File: src/rtl/apple2_ram_arbiter.sv
// apple2_ram_arbiter: shares the single-port unified RAM between the CPU wrapper and the video fetcher.
// Latency: request sampled in IDLE at cycle 0 -> ISSUE at 1, ack pulse at 2+RAM_LAT; one transaction per 3+RAM_LAT cycles.
// Backpressure: req/ack handshake; a requester holds req and operands until its ack, a losing requester simply waits.
//
// Ports:
//  clk, rst_n                               pixel clock, synchronous active-low reset
//  cpu_req/cpu_we/cpu_addr/cpu_wdata        CPU request (held until cpu_ack)
//  cpu_ack/cpu_rdata                        CPU completion pulse and registered read data
//  vid_req/vid_addr                         video read request (held until vid_ack)
//  vid_ack/vid_rdata                        video completion pulse and registered read data
//  ram_addr/ram_we/ram_wdata/ram_rdata      registered interface to the single-port RAM
//  busy                                     high whenever a transaction is in flight
module apple2_ram_arbiter #(
  parameter int unsigned       ADDR_W       = 16,
  parameter int unsigned       DATA_W       = 8,
  parameter int unsigned       RAM_LAT      = 1,
  parameter int unsigned       CPU_MAX_WAIT = 4,
  parameter logic [ADDR_W-1:0] RAM_TOP      = 16'hC000
) (
  input  logic              clk,
  input  logic              rst_n,
  // CPU requester
  input  logic              cpu_req,
  input  logic              cpu_we,
  input  logic [ADDR_W-1:0] cpu_addr,
  input  logic [DATA_W-1:0] cpu_wdata,
  output logic              cpu_ack,
  output logic [DATA_W-1:0] cpu_rdata,
  // video requester (read only)
  input  logic              vid_req,
  input  logic [ADDR_W-1:0] vid_addr,
  output logic              vid_ack,
  output logic [DATA_W-1:0] vid_rdata,
  // RAM side
  output logic [ADDR_W-1:0] ram_addr,
  output logic              ram_we,
  output logic [DATA_W-1:0] ram_wdata,
  input  logic [DATA_W-1:0] ram_rdata,
  output logic              busy
);

  localparam int unsigned STARVE_W = $clog2(CPU_MAX_WAIT + 1);
  localparam int unsigned LAT_W    = (RAM_LAT > 1) ? $clog2(RAM_LAT) : 1;

  localparam logic [STARVE_W-1:0] STARVE_MAX = STARVE_W'(CPU_MAX_WAIT);
  localparam logic [LAT_W-1:0]    LAT_LAST   = LAT_W'(RAM_LAT - 1);

  typedef enum logic [1:0] {
    ST_IDLE  = 2'd0,
    ST_ISSUE = 2'd1,
    ST_WAIT  = 2'd2,
    ST_DONE  = 2'd3
  } state_e;

  // Everything the later states need to know about the granted transaction.
  typedef struct packed {
    logic is_cpu;  // 1: CPU owns this slot, 0: video
    logic we;      // CPU write
    logic oob;     // address at or above RAM_TOP
  } txn_t;

  state_e               state_q,     state_d;
  txn_t                 txn_q,       txn_d;
  logic [STARVE_W-1:0]  starve_q,    starve_d;
  logic [LAT_W-1:0]     lat_q,       lat_d;
  logic [ADDR_W-1:0]    ram_addr_q,  ram_addr_d;
  logic [DATA_W-1:0]    ram_wdata_q, ram_wdata_d;
  logic                 ram_we_q,    ram_we_d;
  logic [DATA_W-1:0]    cpu_rdata_q, cpu_rdata_d;
  logic [DATA_W-1:0]    vid_rdata_q, vid_rdata_d;
  logic                 cpu_ack_q,   cpu_ack_d;
  logic                 vid_ack_q,   vid_ack_d;

  logic                 cpu_oob;
  logic                 vid_oob;
  logic                 grant_vid;
  logic                 grant_cpu;
  logic [DATA_W-1:0]    rd_value;

  // Full-width unsigned compare; anything at or above RAM_TOP is outside the RAM.
  assign cpu_oob = (cpu_addr >= RAM_TOP);
  assign vid_oob = (vid_addr >= RAM_TOP);

  // Video has priority except when the CPU has already been passed over
  // CPU_MAX_WAIT times in a row while waiting.
  assign grant_vid = vid_req && !(cpu_req && (starve_q == STARVE_MAX));
  assign grant_cpu = cpu_req && !grant_vid;

  // Out-of-range reads bypass the RAM and return all-ones.
  assign rd_value = txn_q.oob ? {DATA_W{1'b1}} : ram_rdata;

  always_comb begin
    state_d     = state_q;
    txn_d       = txn_q;
    starve_d    = starve_q;
    lat_d       = lat_q;
    ram_addr_d  = ram_addr_q;
    ram_wdata_d = ram_wdata_q;
    ram_we_d    = 1'b0;
    cpu_rdata_d = cpu_rdata_q;
    vid_rdata_d = vid_rdata_q;
    cpu_ack_d   = 1'b0;
    vid_ack_d   = 1'b0;

    case (state_q)
      ST_IDLE: begin
        if (grant_cpu) begin
          starve_d    = '0;
          txn_d       = '{is_cpu: 1'b1, we: cpu_we, oob: cpu_oob};
          ram_addr_d  = cpu_addr;
          ram_wdata_d = cpu_wdata;
          // Writes above the RAM are swallowed here; the CPU is still acked.
          ram_we_d    = cpu_we && !cpu_oob;
          state_d     = ST_ISSUE;
        end else begin
          if (!cpu_req) begin
            starve_d = '0;
          end else if (grant_vid && (starve_q != STARVE_MAX)) begin
            starve_d = starve_q + STARVE_W'(1);
          end
          if (grant_vid) begin
            txn_d      = '{is_cpu: 1'b0, we: 1'b0, oob: vid_oob};
            ram_addr_d = vid_addr;
            state_d    = ST_ISSUE;
          end
        end
      end

      ST_ISSUE: begin
        lat_d   = '0;
        state_d = ST_WAIT;
      end

      ST_WAIT: begin
        if (lat_q == LAT_LAST) begin
          // ram_rdata is valid on the final WAIT cycle; writes keep the old rdata.
          if (!txn_q.we) begin
            if (txn_q.is_cpu) begin
              cpu_rdata_d = rd_value;
            end else begin
              vid_rdata_d = rd_value;
            end
          end
          cpu_ack_d = txn_q.is_cpu;
          vid_ack_d = !txn_q.is_cpu;
          state_d   = ST_DONE;
        end else begin
          lat_d = lat_q + LAT_W'(1);
        end
      end

      ST_DONE: begin
        // Requests are deliberately not looked at here; a held req is
        // picked up as a fresh request in the next IDLE cycle.
        state_d = ST_IDLE;
      end

      default: begin
        state_d = ST_IDLE;
      end
    endcase
  end

  always_ff @(posedge clk) begin
    if (!rst_n) begin
      state_q     <= ST_IDLE;
      txn_q       <= '0;
      starve_q    <= '0;
      lat_q       <= '0;
      ram_addr_q  <= '0;
      ram_wdata_q <= '0;
      ram_we_q    <= 1'b0;
      cpu_rdata_q <= '0;
      vid_rdata_q <= '0;
      cpu_ack_q   <= 1'b0;
      vid_ack_q   <= 1'b0;
    end else begin
      state_q     <= state_d;
      txn_q       <= txn_d;
      starve_q    <= starve_d;
      lat_q       <= lat_d;
      ram_addr_q  <= ram_addr_d;
      ram_wdata_q <= ram_wdata_d;
      ram_we_q    <= ram_we_d;
      cpu_rdata_q <= cpu_rdata_d;
      vid_rdata_q <= vid_rdata_d;
      cpu_ack_q   <= cpu_ack_d;
      vid_ack_q   <= vid_ack_d;
    end
  end

  assign cpu_ack   = cpu_ack_q;
  assign cpu_rdata = cpu_rdata_q;
  assign vid_ack   = vid_ack_q;
  assign vid_rdata = vid_rdata_q;
  assign ram_addr  = ram_addr_q;
  assign ram_we    = ram_we_q;
  assign ram_wdata = ram_wdata_q;
  assign busy      = (state_q != ST_IDLE);

endmodule
File: config.mk
export PLATFORM = sky130hd
export DESIGN_NAME = apple2_ram_arbiter
export DESIGN_NICKNAME = d
export VERILOG_FILES = /design/src/rtl/apple2_ram_arbiter.sv
export SDC_FILE = /design/constraint.sdc
export NUM_CORES = 1
export LEC_CHECK = 0
export ABC_CLOCK_PERIOD_IN_PS = 1700
export CORE_ASPECT_RATIO = 0.7
export CORE_MARGIN = 8
export CORE_UTILIZATION = 55
export DETAILED_ROUTE_END_ITERATION = 7
export DONT_BUFFER_PORTS = 1
export HOLD_SLACK_MARGIN = 0.12
export PLACE_DENSITY = 0.78
export SYNTH_ARGS = -nofsm -noshare
export SYNTH_HDL_FRONTEND = slang
export SYNTH_SLANG_ARGS = --single-unit
File: constraint.sdc
create_clock -name clk -period 1.7 [get_ports clk]
set_input_delay 0.255 -clock clk [delete_from_list [all_inputs] [get_ports clk]]
set_output_delay 0.255 -clock clk [all_outputs]
set_load 0.01 [all_outputs]
==> flow_summary.json <==
{
  "status": "finished clean",
  "power_leakage_nw": 0.968,
  "grt.overflow.total": 0,
  "yosysTopAreaCellShare": 0.471,
  "yosysMostFrequentCell": "dfxtp_1",
  "path_max_fanout": 7,
  "synth_async_sr_flop_share": 0,
  "clock_path_buffers": 2,
  "core_area_um2": 3850,
  "pin_count": 97,
  "cts_root_buf": "clkbuf_8",
  "synth_seq_cells": 51,
  "viasPerCell": 5.97,
  "yosys.area.top_type": "dfxtp_1",
  "nets": 335,
  "ff2ff_path_depth": 5,
  "cp_top_family": "buffers and inverters",
  "syn2layout_area_growth_pct": 20.5,
  "slew_violations": 0,
  "netlist_instances": 253,
  "setup_viol": 0,
  "total_power_mw": 3.97,
  "core.rowCount": 19,
  "max_stage_delay_ns": 0.34,
  "htreeDepth": 2,
  "cp_slowest_cell": "dfxtp_1",
  "dp_hpwl_mm": 3.98,
  "ant_nets": 0,
  "final.setup_skew_ns": 0.00632,
  "hold_viol_final": 0,
  "clock_latency_ns": 0.30,
  "endpoint_kind": "primary output",
  "timing.slew.headroom": 0.462,
  "drt_pre_antenna_iters": 4,
  "die_y_um": 68.5,
  "fin_hold_ws_ns": 0.139,
  "antenna_found_initial": 1,
  "start_util": 0.563,
  "place.gp.congestion": 0.789,
  "finalWirelength_mm": 6.10,
  "cp.depth": 4,
  "postCtsSetupRepairBufs": 0,
  "criticalPathCategory": "reg -> out",
  "rsz0062_at_grt": "no",
  "min_period_over_period": 0.921,
  "ys.flop_type": "dfxtp_1",
  "arrival_ns": 1.31,
  "cts_made_buffers": 5,
  "path_cells": "inv_1 > ha_1 > buf_4 > inv_1",
  "ys_seq_area_frac": 0.471,
  "grt_max_degree": 26,
  "peakVddDrop_uv": 727,
  "syn-num-nets": 311,
  "min_path_type": "in -> reg",
  "period_needed_ns": 1.57,
  "synthTopCellsByCount": "51 x dfxtp_1, 36 x o21ai_0, 30 x nor2_1",
  "detail_route.iter0.violations": 192,
  "io_buffers": 0,
  "drv_cap": 0,
  "dpl.cell_count": 294,
  "grt_pass1_vias": 1901,
  "syn_avg_cell_area_um2": 8.57,
  "ys_warn_count": 0,
  "synthTopCellsByArea": "dfxtp_1 47%, o21ai_0 8.3%, a211oi_1 5.9%",
  "cts.clk_slew.worst_paths_ns": 0.09,
  "syn_area_um2": 2170,
  "worst_pin_slew_ns": 0.806,
  "synth_edf_count": 0,
  "cp-start-kind": "register",
  "fmaxAchievable_ghz": 0.639,
  "p_per_area_nw_per_um2": 1520,
  "tritoncts": "yes",
  "drive_gt1_frac": 0.0827,
  "worst-path-buf-inv": 3,
  "crit_top_cell": "inv_1",
  "yosysUniqueCellTypes": 33,
  "holdPathStages": 2,
  "post_drt_wl_per_cell_um": 18.4,
  "dieArea_um2": 6240,
  "drcViolationCount": 0,
  "grt_pass1_wl_mm": 9.49,
  "num_vias": 1977,
  "grt_usage": 0.192,
  "instances_no_fill": 331,
  "clock_sinks": 51,
  "die_w_um": 91.0,
  "setup_tns_ns": 0,
  "cp.required_ns": 1.44
}
-- repair_timing --
action | CTS | global route
endpoints found under the setup margin | 0 | 0
endpoints found under the hold margin | 29 | 0
hold buffers | 28 | 0
resized for setup | 0 | 0
-- cell usage in the layout (no fill, tap or decap), types with 2 or more instances in the layout --
master	count
o21ai_1	2
inv_1	7
nor2_1	30
dlygate4sd3_1	28
nor3_1	3
a21oi_1	25
nand2_1	9
a31oi_1	16
bufinv_16	2
buf_4	10
o21ai_0	36
dfxtp_1	51
clkbuf_8	5
nand3_1	13
a211oi_1	17
mux2i_1	2
ha_1	5
-- cell families after synthesis --
logic type / count (synthesis) / share of synthesized area
mux: 2 / 0.00923
xor+xnor: 2 / 0.00808
compound gates: 103 / 0.279
flops: 51 / 0.471
buf+inv: 29 / 0.0739
simple gates: 61 / 0.130
fa+ha+maj: 5 / 0.0289
-- power breakdown --
group / internal [mW] / leakage (nW) / total (mW) / switching [mW]
clock: 0.587 / 0.0644 / 1.00 / 0.414
combinational: 0.489 / 0.486 / 1.17 / 0.681
sequential: 1.49 / 0.417 / 1.80 / 0.319
-- routing by layer --
layer / vias to the layer above / GRT usage / wire length, um
li1: 955 / - / -
met3: 27 / 0.0876 / 743
met2: 116 / 0.296 / 2690
met5: - / 0 / 0
met1: 879 / 0.219 / 2410
met4: 0 / 0.122 / 264
-- layout make-up --
class                   instances  area, um^2
clock buffers                   5        68.8
clock inverters                 3        67.6
repair buffers                 39         375
diodes                          1        2.50
inverters                       7        26.3
multi-input cells             173         987
well taps                      52        65.1
flip-flops and latches         51        1020
fillers                       323        1240
-- state kept, by name, summed over array words and instances, names as in the netlist --
signal,cells
vid_ack,1
starve_q,3
cpu_rdata,8
state_q,2
cpu_ack,1
vid_rdata,8
ram_we,1
ram_wdata,8
txn_q,3
ram_addr,16
-- through the flow --
stage / utilization / instance area [um^2] / setup WS (ns)
after floorplan: - / 2170 / 0.298
after detailed placement: 0.570 / 2190 / 0.230
after global placement: 0.570 / 2190 / 0.268
final: 0.679 / 2610 / 0.135
after global routing: 0.679 / 2610 / 0.0367
after CTS: 0.678 / 2610 / 0.141
-- worst paths after layout --
check               startpoint           end  slack [ns]
setup / recovery    state_q[0]          busy        0.13
hold / removal    vid_addr[14]  ram_addr[14]        0.14
setup reg to reg    state_q[0]    state_q[1]        0.20
hold reg to reg       txn_q[2]       vid_ack        0.51
(Power assumes the default switching activity.)
